<file path="config.mk">
export PLATFORM = sky130hd
export DESIGN_NAME = wb_arbiter
export DESIGN_NICKNAME = d
export VERILOG_FILES = /design/src/rtl/wb_arbiter.sv
export SDC_FILE = /design/constraint.sdc
export NUM_CORES = 1
export LEC_CHECK = 0
export CORE_AREA = 5 5 117 230
export DETAILED_ROUTE_END_ITERATION = 8
export DIE_AREA = 0 0 122 235
export PLACE_DENSITY = 0.67
export SLEW_MARGIN = 20
export SYNTH_ARGS = -nofsm -noshare
export SYNTH_HDL_FRONTEND = slang
export SYNTH_SLANG_ARGS = --single-unit
</file>
<file path="constraint.sdc">
create_clock -name clk -period 2.6 [get_ports clk]
set_input_delay 0.78 -clock clk [delete_from_list [all_inputs] [get_ports clk]]
set_output_delay 0.78 -clock clk [all_outputs]
set_load 0.03 [all_outputs]
</file>
<file path="src/rtl/wb_arbiter.sv">
// wb_arbiter: writeback arbiter for the single register-file write port.
// Each cycle it picks an ALU result (absolute priority) or the head of a
// small FIFO of long-latency (mul/div) results, drives the register-file
// write port from flops, and keeps a per-register pending scoreboard.
// Optional build macro: WB_ZERO_DROP_EN -- when defined, results and issues
// targeting r0 are discarded at the inputs (LU r0 transfers still handshake).
module wb_arbiter #(
  parameter int unsigned DEPTH = 4
) (
  input  logic                     clk,
  input  logic                     rst_n,
  input  logic                     alu_valid,
  input  logic [4:0]               alu_dst,
  input  logic [31:0]              alu_data,
  input  logic                     lu_valid,
  output logic                     lu_ready,
  input  logic [4:0]               lu_dst,
  input  logic [31:0]              lu_data,
  input  logic                     issue_valid,
  input  logic [4:0]               issue_dst,
  output logic [31:0]              pending,
  output logic                     reg_write,
  output logic [4:0]               num_write,
  output logic [31:0]              data_write,
  output logic [$clog2(DEPTH):0]   fifo_count
);

  localparam int unsigned AW = $clog2(DEPTH);
  localparam int unsigned CW = AW + 1;
  localparam logic [CW-1:0] FULL_CNT = CW'(DEPTH);
  localparam logic [CW-1:0] ZERO_CNT = {CW{1'b0}};

  // FIFO storage and bookkeeping
  logic [4:0]    dst_mem_q  [DEPTH];
  logic [4:0]    dst_mem_d  [DEPTH];
  logic [31:0]   data_mem_q [DEPTH];
  logic [31:0]   data_mem_d [DEPTH];
  logic [AW-1:0] wr_ptr_q, wr_ptr_d;
  logic [AW-1:0] rd_ptr_q, rd_ptr_d;
  logic [CW-1:0] count_q, count_d;
  logic          lu_ready_q, lu_ready_d;

  // Scoreboard and register-file write port
  logic [31:0]   pending_q, pending_d;
  logic          reg_write_q, reg_write_d;
  logic [4:0]    num_write_q, num_write_d;
  logic [31:0]   data_write_q, data_write_d;

  // Per-cycle decisions
  logic          alu_take_s;
  logic          lu_enq_s;
  logic          issue_set_s;
  logic          fifo_deq_s;
  logic [4:0]    head_dst_s;
  logic [31:0]   head_data_s;
  logic [31:0]   clr_mask_s;
  logic [31:0]   set_mask_s;

  assign head_dst_s  = dst_mem_q[rd_ptr_q];
  assign head_data_s = data_mem_q[rd_ptr_q];

  // Qualify the incoming requests; r0 traffic is filtered when dropping is enabled.
  always_comb begin
`ifdef WB_ZERO_DROP_EN
    alu_take_s  = alu_valid & (alu_dst != 5'd0);
    lu_enq_s    = lu_valid & lu_ready_q & (lu_dst != 5'd0);
    issue_set_s = issue_valid & (issue_dst != 5'd0);
`else
    alu_take_s  = alu_valid;
    lu_enq_s    = lu_valid & lu_ready_q;
    issue_set_s = issue_valid;
`endif
    // The FIFO only drains when the ALU does not claim the port; never bypassed.
    fifo_deq_s = ~alu_take_s & (count_q != ZERO_CNT);
  end

  // FIFO next state: storage write, pointer advance, occupancy and ready flag.
  always_comb begin
    dst_mem_d  = dst_mem_q;
    data_mem_d = data_mem_q;
    if (lu_enq_s) begin
      dst_mem_d[wr_ptr_q]  = lu_dst;
      data_mem_d[wr_ptr_q] = lu_data;
      wr_ptr_d             = wr_ptr_q + AW'(1);
    end else begin
      wr_ptr_d = wr_ptr_q;
    end
    if (fifo_deq_s) begin
      rd_ptr_d = rd_ptr_q + AW'(1);
    end else begin
      rd_ptr_d = rd_ptr_q;
    end
    case ({lu_enq_s, fifo_deq_s})
      2'b10:   count_d = count_q + CW'(1);
      2'b01:   count_d = count_q - CW'(1);
      default: count_d = count_q;
    endcase
    // Ready is a flop so it only moves on clock edges and never sees lu_valid.
    lu_ready_d = (count_d != FULL_CNT);
  end

  // Write-port select: ALU first, then FIFO head, else hold address/data.
  always_comb begin
    if (alu_take_s) begin
      reg_write_d  = 1'b1;
      num_write_d  = alu_dst;
      data_write_d = alu_data;
    end else if (fifo_deq_s) begin
      reg_write_d  = 1'b1;
      num_write_d  = head_dst_s;
      data_write_d = head_data_s;
    end else begin
      reg_write_d  = 1'b0;
      num_write_d  = num_write_q;
      data_write_d = data_write_q;
    end
  end

  // Scoreboard: FIFO writes clear, issues set (set wins), r0 never pending.
  always_comb begin
    clr_mask_s = fifo_deq_s  ? (32'd1 << head_dst_s) : 32'd0;
    set_mask_s = issue_set_s ? (32'd1 << issue_dst)  : 32'd0;
    pending_d  = ((pending_q & ~clr_mask_s) | set_mask_s) & ~32'd1;
  end

  // State registers; asynchronous reset flushes FIFO, scoreboard and write port.
  always_ff @(posedge clk or negedge rst_n) begin
    if (!rst_n) begin
      for (int i = 0; i < DEPTH; i++) begin
        dst_mem_q[i]  <= 5'd0;
        data_mem_q[i] <= 32'd0;
      end
      wr_ptr_q     <= {AW{1'b0}};
      rd_ptr_q     <= {AW{1'b0}};
      count_q      <= ZERO_CNT;
      lu_ready_q   <= 1'b1;
      pending_q    <= 32'd0;
      reg_write_q  <= 1'b0;
      num_write_q  <= 5'd0;
      data_write_q <= 32'd0;
    end else begin
      dst_mem_q    <= dst_mem_d;
      data_mem_q   <= data_mem_d;
      wr_ptr_q     <= wr_ptr_d;
      rd_ptr_q     <= rd_ptr_d;
      count_q      <= count_d;
      lu_ready_q   <= lu_ready_d;
      pending_q    <= pending_d;
      reg_write_q  <= reg_write_d;
      num_write_q  <= num_write_d;
      data_write_q <= data_write_d;
    end
  end

  assign lu_ready   = lu_ready_q;
  assign fifo_count = count_q;
  assign pending    = pending_q;
  assign reg_write  = reg_write_q;
  assign num_write  = num_write_q;
  assign data_write = data_write_q;

endmodule
</file>
## After elaboration in Yosys (flattened, before gate mapping)

Cells that the tools add are included.

- Register bits after elaboration: 225
- Bits in latches: 0
- RAM bits: 0
- Memory bits (read-only): 0
- Logic and storage cells: 60
- Memories kept: 0

- Add/subtract/negate cells: 4
- Multipliers: 0
- Div/mod/pow operators: 0
- Magnitude comparators: 3
- Equality and inequality tests: 3
- Shifts and indexed selects: 2
- Mux-type cells: 21
- Bitwise logic cells: 8
- Reduce and logical (&&, ||, !) cells: 3

Operators with widths:

| cell | number |
|---|---|
| 32-bit two-way mux | 7 |
| 128-bit bitwise mux | 1 |
| 32-bit binary-select mux with 2-bit select | 1 |
| 32-bit demux with 2-bit select | 1 |
| 1-bit by 5-bit left shift with 32-bit output, first input constant | 2 |
| 32-bit AND | 1 |
| 32-bit inverter | 1 |
| 32-bit bitwise OR | 1 |
| 5-bit two-way mux | 5 |
| 20-bit bitwise mux | 1 |
| 5-bit binary-select mux with 2-bit select | 1 |
| 5-bit demux with 2-bit select | 1 |
| 3-bit greater-or-equal comparator, second input constant | 2 |
| 2-bit inverter with 3-bit output | 2 |
| 3-bit one-hot mux with 2 select lines | 1 |
| 2-bit by 1-bit adder with 2-bit output, second input constant | 2 |
| 3-bit by 1-bit adder with 3-bit output, second input constant | 1 |
| 3-bit by 1-bit less-than comparator with 1-bit output, second input constant | 1 |
| 3-bit != test, second input constant | 1 |
| 3-bit nonzero test | 1 |
| 3-bit by 1-bit subtractor with 3-bit output, second input constant | 1 |
| 1-bit AND | 2 |
| 2-bit by 1-bit equality test with 1-bit output, second input constant | 1 |
| 2-bit equality test, second input constant | 1 |
| other kinds (4) | 5 |

## Depth between registers and ports, before layout

- Depth in word-level cells: 9
- Depth in mapped cells: 9
- Gate-level depth less buffers: 9

## Worst setup path before layout

No wires, ideal clock.

- Kind: input to register
- From: input port alu_valid
- To: register lu_ready_q (netlist: lu_ready)
- Library setup time: 82 ps
- Data arrival time: 2,396 ps
- Path slack: 122 ps
- Cell stages on the path: 9
- Path buffers: 1
- Cells stage by stage: clkbuf_1 nor2_1 ha_1 inv_1 fa_1 xor2_1 nor2_1 xor2_1 nand2_1

- Word-level cells in the longest chain between the ends: 5
- Elaborated cells on any way between the ends: 6
- Classes of those cells: eq/ne (3); mux (1); bitwise (2)

Ends and longest elaborated chain:

| element | line | RTL |
|---|---|---|
| start, declared | 12 | `input logic alu_valid,` |
| 1-bit inverter * | 74 | `fifo_deq_s = ~alu_take_s & (count_q != ZERO_CNT);` |
| 1-bit AND * | 74 |  |
| named net fifo_deq_s | 53 | `logic fifo_deq_s;` |
| 2-bit by 1-bit equality test with 1-bit output / 2-bit equality test (equally long branches) | 93 | `case ({lu_enq_s, fifo_deq_s})` |
| 3-bit one-hot mux with 2 select lines * | 93 |  |
| named net count_d[2] | 40 | `logic [CW-1:0] count_q, count_d;` |
| 3-bit != test * | 99 | `lu_ready_d = (count_d != FULL_CNT);` |
| named net lu_ready_d | 41 | `logic lu_ready_q, lu_ready_d;` |
| end signal, assigned | 147 | `lu_ready_q <= lu_ready_d;` |
| end, declared | 41 |  |

Mark *: on every way through the listed nets, which the timed path passes. The rest lies on a longest branch.
A chain may end at the register's enable or synchronous reset.

## Worst setup path in the final report

- From: register count_q[0] (netlist: fifo_count[0])
- To: output port fifo_count[0]

RTL lines:

| element | line | RTL |
|---|---|---|
| start, declared | 40 |  |
| start signal, assigned | 146 | `count_q <= count_d;` |
| end, declared | 25 | `output logic [$clog2(DEPTH):0] fifo_count` |

No word-level cell between the ends.

==> key figures <==
Yosys
  – Adder-cell area share of the yosys netlist: 0.00843
  – Mux share of post-synthesis cell area: 0.290
  – Synth Instances: 680
  – Cell type contributing the most total cell area after synthesis: sky130_fd_sc_hd__dfrtp_1
  – Syn nets: 770
  – Netlist Area Pre-Place: approximately 9800 µm²
  – Number of synthesized register bits: 225
  – Synth top area share: 0.572
  – Dominant combinational cell family by area after synthesis: multiplexers
  – Yosys synthesis warning count: 0
  – Synth Area in XOR/XNOR: 0.00536
  – Synthesized area per cell: approximately 14 µm²
  – Sequential share of the synthesized area: 0.575
  – Leading post-synthesis cells by cell area: sky130_fd_sc_hd__dfrtp_1 57%, sky130_fd_sc_hd__mux2_2 17%, sky130_fd_sc_hd__mux4_2 8.5%
  – Count of cell types in the netlist: 34
  – Share of the synthesized area in compound gates (AO/OA/AOI/OAI): 0.0618
  – Simple-gate portion of the synthesized area: 0.0341

Clocking
  – Clock transition time at the flip-flop clock pins of the worst setup and hold paths: roughly 0.060 ns
  – Number of clock sinks: 225
  – Clock latency reported for the late side of the worst-skew pair: around 0.51 ns
  – CTS tree: built
  – CTS H-Tree Depth: 1
  – Inserted Clock Buffers: 21
  – CTS max path bufs: 3
  – Clock Root Buffer: sky130_fd_sc_hd__clkbuf_16
  – Number of hold buffers added after cts: 0

Placement
  – RD Place Congestion: 0.832
  – Dpl cell area: 12000 µm²
  – Half-perimeter wire length after detailed placement: 17000 µm
  – Count of input and output buffers: about 160
  – Worst setup slack after placement: -0.0159 ns

Power
  – Sw Share: 0.357
  – Portion of total power attributed to sequential cells: 0.375
  – Power per unit of standard cell area: 1330 nW/µm²
  – Static Leak: 5.24 nW
  – Power Total: ~0.017 W
  – Switching pwr: between 0.005 and 0.006 W
  – Combinational share of power: 0.444
  – Peak ir drop on the vdd network: 577 µV
  – Cell internal pwr: 0.0108 W
  – Share of total power in the clock network: 0.181

Route
  – Drt first-iter violations: 280
  – DRC viols: 0
  – Post-route ant nets: 0
  – Mean routed wirelength per cell: 20.0 µm
  – Number of iterations in the first detailed-routing pass: 4
  – Via density per instance: 5.20
  – Total wire length: about 24000 µm
  – Number of vias after detailed routing: 6212

Global routing
  – Vias in the first global route: 6805
  – Global-route wire length before repair: 38500 µm
  – Global-route usage over all layers: 0.172
  – Initial antenna violation count: 0
  – Maximum number of pins on one net before global-route repair: around 60
  – Total congestion overflow after global routing: 0

Timing
  – Final min period: roughly 2.4 ns
  – Number of failing setup endpoints in the final timing report: 0
  – Unrepaired setup endpoints after global routing: false
  – Final WS setup: 0.156 ns
  – Timing-limited maximum frequency: between 0.4 and 0.5 GHz
  – Hold violation count in the final report: 0
  – Final-layout setup total negative slack: 0 ns
  – Final cycle utilization of the critical path: 0.940
  – Max-slew violation total from the final report: 0
  – Worst clock skew: 0.0148 ns

Final layout
  – Area growth syn-to-layout: 29.1%
  – Number of antenna repair diodes: 0
  – Filler cell count: between 2000 and 2500
  – Final layout net count: 934
  – Non-Filler Cell Area, Final: 12600 µm²
  – Ratio of cells with drive above 1 in the final layout: 0.307

Critical path
  – Buffering stage count on the worst path with inverters included: 1
  – Worst EP required: 1.82 ns
  – R2r worst-path depth: 5
  – Worst setup path category: reg -> out
  – Slowest cell on crit path: sky130_fd_sc_hd__clkdlybuf4s50_1
  – CP Depth: 1
  – Crit path max fanout: 5
  – Worst path top cell family by delay: buffers and inverters
  – Critical Path, Cell by Cell: clkdlybuf4s50_1
  – Worst setup SP type: flip-flop
  – Largest incremental delay on the critical path: approximately 0.72 ns
  – Crit end category: primary output
  – Data arrival time of the critical path: around 1.7 ns

Die
  – Chip Width: 122 µm
  – Total number of placement rows: 82
  – Core Area: 24900 µm²
  – Initial core utilization: 0.393
  – I/O pin count: between 150 and 200
  – Overall die area: approximately 29000 µm²
  – Die Span Y: 235 µm

Run status
  – Result of the run: complete, no violations

Flow run
  – Max_cap viols: 0

Hold path
  – Class of the tightest hold or removal check: in -> async
## power groups by stage
stage | registers (W) | logic, W | clock network [W]
finish | 0.00629 | 0.00745 | 0.00303
global route | 0.00651 | 0.00800 | 0.00327
CTS | 0.00632 | 0.00757 | 0.00315
detailed placement | 0.00637 | 0.00756 | 0
global placement | 0.00629 | 0.00742 | 0
floorplan | 0.00711 | 0.00407 | 0
## timing repair
action                     CTS  global route
gates resized for setup      1             0
buffers inserted             0             0
setup endpoints to repair    1             0
## state kept, by name, summed over array words and instances (netlist names)
| register | count |
|---|---|
| num_write | 5 |
| dst_mem_q | 20 |
| data_write | 32 |
| lu_ready | 1 |
| pending | 31 |
| rd_ptr_q | 2 |
| fifo_count | 3 |
| data_mem_q | 128 |
| wr_ptr_q | 2 |
| reg_write | 1 |
## layout by cell type, fill, tap and decap left out, types with 3 or more instances in the layout
master	synthesis	final
sky130_fd_sc_hd__dfrtp_1	224	222
sky130_fd_sc_hd__clkdlybuf4s50_1	0	154
sky130_fd_sc_hd__mux2_2	149	149
sky130_fd_sc_hd__o21ai_0	53	53
sky130_fd_sc_hd__nand2_1	40	40
sky130_fd_sc_hd__mux4_2	37	37
sky130_fd_sc_hd__o31ai_1	35	35
sky130_fd_sc_hd__mux2i_1	33	33
sky130_fd_sc_hd__clkbuf_16	0	21
sky130_fd_sc_hd__buf_4	1	18
sky130_fd_sc_hd__buf_12	0	11
sky130_fd_sc_hd__inv_1	10	10
sky130_fd_sc_hd__clkbuf_8	0	8
sky130_fd_sc_hd__nand2b_1	6	6
sky130_fd_sc_hd__o21ai_1	6	6
sky130_fd_sc_hd__ha_1	5	5
sky130_fd_sc_hd__nand3_2	0	4
sky130_fd_sc_hd__a222oi_1	4	4
sky130_fd_sc_hd__xnor2_1	3	3
sky130_fd_sc_hd__xor2_1	3	3
sky130_fd_sc_hd__nor2_1	4	3
sky130_fd_sc_hd__nand4b_1	3	3
sky130_fd_sc_hd__clkinv_2	0	3
## final cells by class
cell class	count	area, µm²	area share
timing repair buffer	185	1920	0.152
inverter	11	41.3	0.00327
tap	336	420	0.0332
sequential	225	5630	0.446
clock buffer	31	643	0.0509
clock inverter	6	38.8	0.00307
multi-input combinational	400	3950	0.312
## cell usage after synthesis
cell type and number:
sky130_fd_sc_hd__dfrtp_1 224, sky130_fd_sc_hd__mux2_2 149, sky130_fd_sc_hd__o21ai_0 53, sky130_fd_sc_hd__nand2_1 40, sky130_fd_sc_hd__mux4_2 37, sky130_fd_sc_hd__o31ai_1 35, sky130_fd_sc_hd__mux2i_1 33, sky130_fd_sc_hd__clkbuf_1 27
sky130_fd_sc_hd__inv_1 10, sky130_fd_sc_hd__buf_1 7, sky130_fd_sc_hd__nand2b_1 6, sky130_fd_sc_hd__o21ai_1 6, sky130_fd_sc_hd__buf_2 5, sky130_fd_sc_hd__ha_1 5, sky130_fd_sc_hd__nand3_1 5, sky130_fd_sc_hd__a222oi_1 4
sky130_fd_sc_hd__buf_6 4, sky130_fd_sc_hd__nor2_1 4, sky130_fd_sc_hd__nand4b_1 3, sky130_fd_sc_hd__xnor2_1 3, sky130_fd_sc_hd__xor2_1 3, sky130_fd_sc_hd__or2_1 2, sky130_fd_sc_hd__or2_2 2, sky130_fd_sc_hd__or3_1 2
sky130_fd_sc_hd__or4bb_1 2, sky130_fd_sc_hd__a22oi_1 1, sky130_fd_sc_hd__buf_4 1, sky130_fd_sc_hd__conb_1 1, sky130_fd_sc_hd__dfstp_2 1, sky130_fd_sc_hd__fa_1 1, sky130_fd_sc_hd__inv_2 1, sky130_fd_sc_hd__nand4_1 1
sky130_fd_sc_hd__nor3_1 1, sky130_fd_sc_hd__or3b_2 1
## kinds of logic after synthesis
family                     after synthesis
and+or+nand+nor                         69
DFF                                    225
muxes                                  219
other                                    1
AOI/OAI and AO/OA                       99
xor gates and xnor gates                 6
adders and majority gates                6
buffers and inverters                   55
## layer usage
layer / GRT usage / vias up / wire (µm)
li1: - / 2817 / -
met1: 0.192 / 3243 / 8710
met2: 0.328 / 116 / 13800
met3: 0.0197 / 36 / 777
met4: 0.0588 / 0 / 546
met5: 0 / - / 0
## final timing paths
check                           slack, ns        endpoint      startpoint
worst max-delay path                 0.16   fifo_count[0]   fifo_count[0]
worst min-delay path                 0.21  data_mem_q[69]           rst_n
worst max register to register       0.48     pending[14]     rd_ptr_q[0]
worst min register to register       0.48  data_write[28]  data_write[28]
max in group asynchronous            1.69        lu_ready           rst_n
min in group clk                     0.48  data_write[28]  data_write[28]
## metrics by stage
step | std cells | hold WS [ns] | utilization
floorplan | 680 | 0.474 | -
global placement | 1157 | 0.463 | 0.480
detailed placement | 1157 | 0.473 | 0.480
CTS | 1194 | 0.182 | 0.507
global route | 1194 | 0.217 | 0.507
finish | 1194 | 0.207 | 0.507
Note: power is estimated with default switching activity, not from simulation.
==> patch 1: new RTL, config.mk and constraints unchanged <==
The option `WB_ZERO_DROP_EN` is turned on by a define.
--- a/src/rtl/wb_arbiter.sv
+++ b/src/rtl/wb_arbiter.sv
@@ -4,6 +4,8 @@
 // write port from flops, and keeps a per-register pending scoreboard.
 // Optional build macro: WB_ZERO_DROP_EN -- when defined, results and issues
 // targeting r0 are discarded at the inputs (LU r0 transfers still handshake).
+`define WB_ZERO_DROP_EN
+
 module wb_arbiter #(
   parameter int unsigned DEPTH = 4
 ) (
Behaviour: not the same (Yosys sat finds a counterexample within 4 cycles, from zero or initial values and one cycle with rst_n low).
==> patch 1 against the original RTL <==
Synthesized cell count up 3.5%; setup slack worse by 0.060 ns; total power up 3.0%; clock skew up 0.0030 ns; die area unchanged; sequential power down 1%; via count up 4.1%; critical path depth unchanged; wire length up 2.3%; area after synthesis up 1.5%; sequential cell count unchanged; worst hold slack better by 0.0078 ns; final area up 2.7%; critical endpoint is now lu_ready.
==> patch 1: results (changes against the original RTL) <==
metric,value,unit,change
grt_pass1_wl,39400,um,+2.4%
drive_gt1_share,31.4,%,+0.72 points
fillers,2147,,+0.19%
synthTopCellsByCount,"dfrtp_1, mux2_2, nor2_1",,
switchingPower,0.00618,W,+3.4%
fin_skew,0.0177,ns,+0.00295 ns
synth_xor_xnor_area_share,0.528,%,-0.0079 points
synthMuxAreaShare,29.1,%,+0.089 points
synthAdderAreaFrac,0.830,%,-0.012 points
wl_met2,13700,um,-0.82%
stdcell_area,13000,um2,+2.7%
grt_pass1_vias,7183,,+5.6%
gr-usage-met1,19.2,%,-0.056 points
vdd_drop_max,0.708,mV,+23%
wire_per_inst,19.8,um,-1.1%
syn_avg_cell_area,14.1,um2,-2.0%
globalplace.congestion,0.847,,+1.8%
synth_seq_area_share,56.6,%,-0.85 points
nets,974,,+4.3%
place_inst,1196,,+3.4%
drt_iter0_drc,226,,-19%
arrival,1.72,ns,+0.06 ns
dp_hpwl,17100,um,+0.66%
outcome,"complete, no violations",,
dr_wl_met3,965,um,+24%
cp_max_fo,2,,-3
grt_use_met2,33.0,%,+0.20 points
met3_usage,2.19,%,+0.22 points
cts_made_buffers,22,,+4.8%
synth-compound-area-share,5.94,%,-0.24 points
max_stage_delay,0.67,ns,-0.05 ns
clock_net_power,0.00312,W,+3%
grt_use_total,17.5,%,+0.28 points
routed_via_density,5.24,,+0.63%
grt_max_degree,59,,-3.3%
ys_top_cells_by_area,"dfrtp_1, mux2_2, mux4_2, mux2i_1, o31ai_1",,
powerDensity,1330,nW/um2,+0.22%
cts_resized,0,,-1
seq_power,0.00622,W,-1%
syn_nets,794,,+3.1%
wl_met1,8820,um,+1.2%
leakage,5.59,nW,+6.7%
synth_cell_types,41,,+21%
cts-root-buf,clkbuf_16,,
[patch 1: final timing paths]
| check | to | slack (ns) | startpoint | cells after the start |
|---|---|---|---|---|
| setup / recovery | lu_ready | 0.1 | lu_ready | 1 |
| hold / removal | data_mem_q[115] | 0.22 | rst_n | 1 |
| setup reg to reg | pending[24] | 0.40 | rd_ptr_q[0] | 4 |
| hold reg to reg | pending[17] | 0.50 | pending[17] | 2 |
| max in group asynchronous | data_write[6] | 1.74 | rst_n | 2 |
| min in group clk | pending[17] | 0.50 | pending[17] | 2 |
[patch 1: layout make-up]
cell class,instances,area share [%]
repair buffers,200,16.1
well taps,336,3.24
inverters,6,0.193
multi-input cells,429,31.7
flip-flops and latches,225,43.4
clock buffers,33,5.10
clock inverters,6,0.318
[patch 1: cells by family (layout without fill, tap and decap cells)]
group / count (synthesis) / count (layout)
compound gates: 95 / 95
xor+xnor: 6 / 6
fa+ha+maj: 6 / 6
buf+inv: 50 / 245
flops: 225 / 225
mux: 223 / 223
other cells: 1 / 1
simple gates: 98 / 98
==> patch 2: new RTL, same settings <==
Without the edit above. Reset style: synchronous (`rst_n`), changed in one clocked block. Comments in the files are not updated.
--- a/src/rtl/wb_arbiter.sv
+++ b/src/rtl/wb_arbiter.sv
@@ -124,7 +124,7 @@
   end
 
   // State registers; asynchronous reset flushes FIFO, scoreboard and write port.
-  always_ff @(posedge clk or negedge rst_n) begin
+  always_ff @(posedge clk) begin
     if (!rst_n) begin
       for (int i = 0; i < DEPTH; i++) begin
         dst_mem_q[i]  <= 5'd0;
Check against the original RTL: differs if rst_n is asserted again (counterexample within 4 cycles, from zero or initial values and one cycle with rst_n low); with rst_n held inactive, the same outputs for 4 cycles.
==> patch 2 against the original RTL <==
Setup slack got worse by 0.050 ns; first-iteration DRC count increased by 140%; via count increased by 35%; fmax decreased by 2.0%; non-clock buffer count increased by 21; final area decreased by 4.5%; wire length increased by 21%; sequential cell count unchanged; area after synthesis decreased by 5.0%; count of clock-buffer cells in the layout decreased by 2; critical path type unchanged.
Power is not compared: it rests on default switching activity, and its combinational part moved more than twofold at a synthesized area within 25%.
==> patch 2: results (changes against the original RTL) <==
metric,value,unit,change
io_buffer_count,156,,unchanged
synth_cell_types,35,,+2.9%
ys_top_cells_by_area,"dfxtp_1, nand2_1, a21oi_1, mux4_2, clkbuf_1",,
grt_max_degree,54,,-11%
slowest_stage,clkdlybuf4s50_1,,
nets,1347,,+44%
synthTopCellsByCount,"nand2_1, a21oi_1, dfxtp_1",,
drt_iter0_drc,681,,+140%
drt_pre_antenna_iters,5,,+1
grt_use_total,20.0,%,+2.9 points
hp-class,reg2reg,,
routed_via_density,5.19,,-0.24%
cts.reportedPaths.clkPinSlew,0.07,ns,
clk_latency,0.51,ns,about the same
yosys_warnings,0,,unchanged
antenna_found_initial,4,,+4
globalplace.congestion,0.836,,+0.40%
synth_flop_cell,dfxtp_1,,
cts.htree.levels,1,,unchanged
path_delay_family,buffers and inverters,,
regMostFlops,data_mem_q,,
outcome,"complete, no violations",,
slew-limit-headroom,46.6,%,
cts_made_buffers,21,,unchanged
cts-root-buf,clkbuf_16,,
largest_reg_flops,128,,unchanged
fin_skew,0.0191,ns,+0.00436 ns
max_stage_delay,0.75,ns,+0.03 ns
dp_hpwl,19600,um,+15%
drive_gt1_share,10.9,%,-20 points
arrival,1.71,ns,+0.05 ns
syn_nets,1208,,+57%
vdd_drop_max,0.475,mV,
leakage,4.05,nW,
cts_resized,0,,-1
synth_seq_area_share,48.4,%,-9.1 points
ys_async_sr_fraction,0,%,-100 points
grt_pass1_vias,8370,,+23%
cts_max_path_buffers,3,,unchanged
post_cts_buffers,0,,unchanged
routed_wl,29000,um,+21%
cp_max_fo,6,,+1
grt_pass1_wl,45800,um,+19%
==> patch 2: changes by cell type in the layout (fill, tap and decap cells not counted), moves of 8 or more <==
cell and change:
a21oi_1 +256, dfrtp_1 -222, buf_4 +25, o31ai_1 -35, dfxtp_1 +223, o21ai_0 -15, mux2_2 -149, nand2_1 +331
a311oi_1 +31, mux2i_1 -32, nor2_1 +8
==> patch 2: final timing paths <==
kind	from	endpoint	slack, ns	cells after the start
min	data_mem_q[34]	data_mem_q[34]	0.45	2
max	fifo_count[0]	fifo_count[0]	0.11	1
max reg2reg	fifo_count[0]	lu_ready	0.36	9
min reg2reg	data_mem_q[34]	data_mem_q[34]	0.45	2
==> patch 2: cell type report <==
cell class,count,area [um2]
diodes,4,10.0
clock buffers,29,596
clock inverters,7,47.5
fillers,2428,12900
inverters,8,35.0
multi-input cells,795,4440
flip-flops and latches,225,4510
well taps,336,420
repair buffers,206,2010
==> patch 2: routing by layer <==
metal  vias to the layer above  global-route usage [%]  routed length, um
met5                         -                       0                  0
met2                       232                    39.3              16300
met3                        47                    2.05               1270
met4                         0                    7.75                945
li1                       4091                       -                  -
met1                      3986                    21.2              10500
==> patch 2: report_power, final <==
group | leakage [nW] | switching (W) | internal (W)
clock | 0.318 | 0.00134 | 0.00161
combinational | 1.90 | 0.00164 | 0.00107
sequential | 1.83 | 0.000205 | 0.00373
==> patch 2: through the flow <==
step	setup WS [ns]	area [um2]	instances	utilization, %	hold slack (ns)
after floorplan	0.0906	9310	1118	-	0.432
after global placement	-0.237	11400	1570	45.8	0.438
after detailed placement	-0.287	11400	1570	45.8	0.443
after CTS	0.0598	12100	1606	48.4	0.452
after global routing	0.0456	12100	1610	48.4	0.469
final	0.105	12100	1610	48.4	0.452
==> patch 2: logic make-up (layout without fill, tap and decap cells) <==
kind of cell,after synthesis,in the layout,synth area share (%)
other cells,1,5,0.0403
mux,38,38,9.14
buf+inv,98,250,4.14
xor+xnor,5,5,0.471
simple gates,420,420,18.2
fa+ha+maj,6,6,0.887
flops,225,225,48.4
compound gates,325,325,18.7
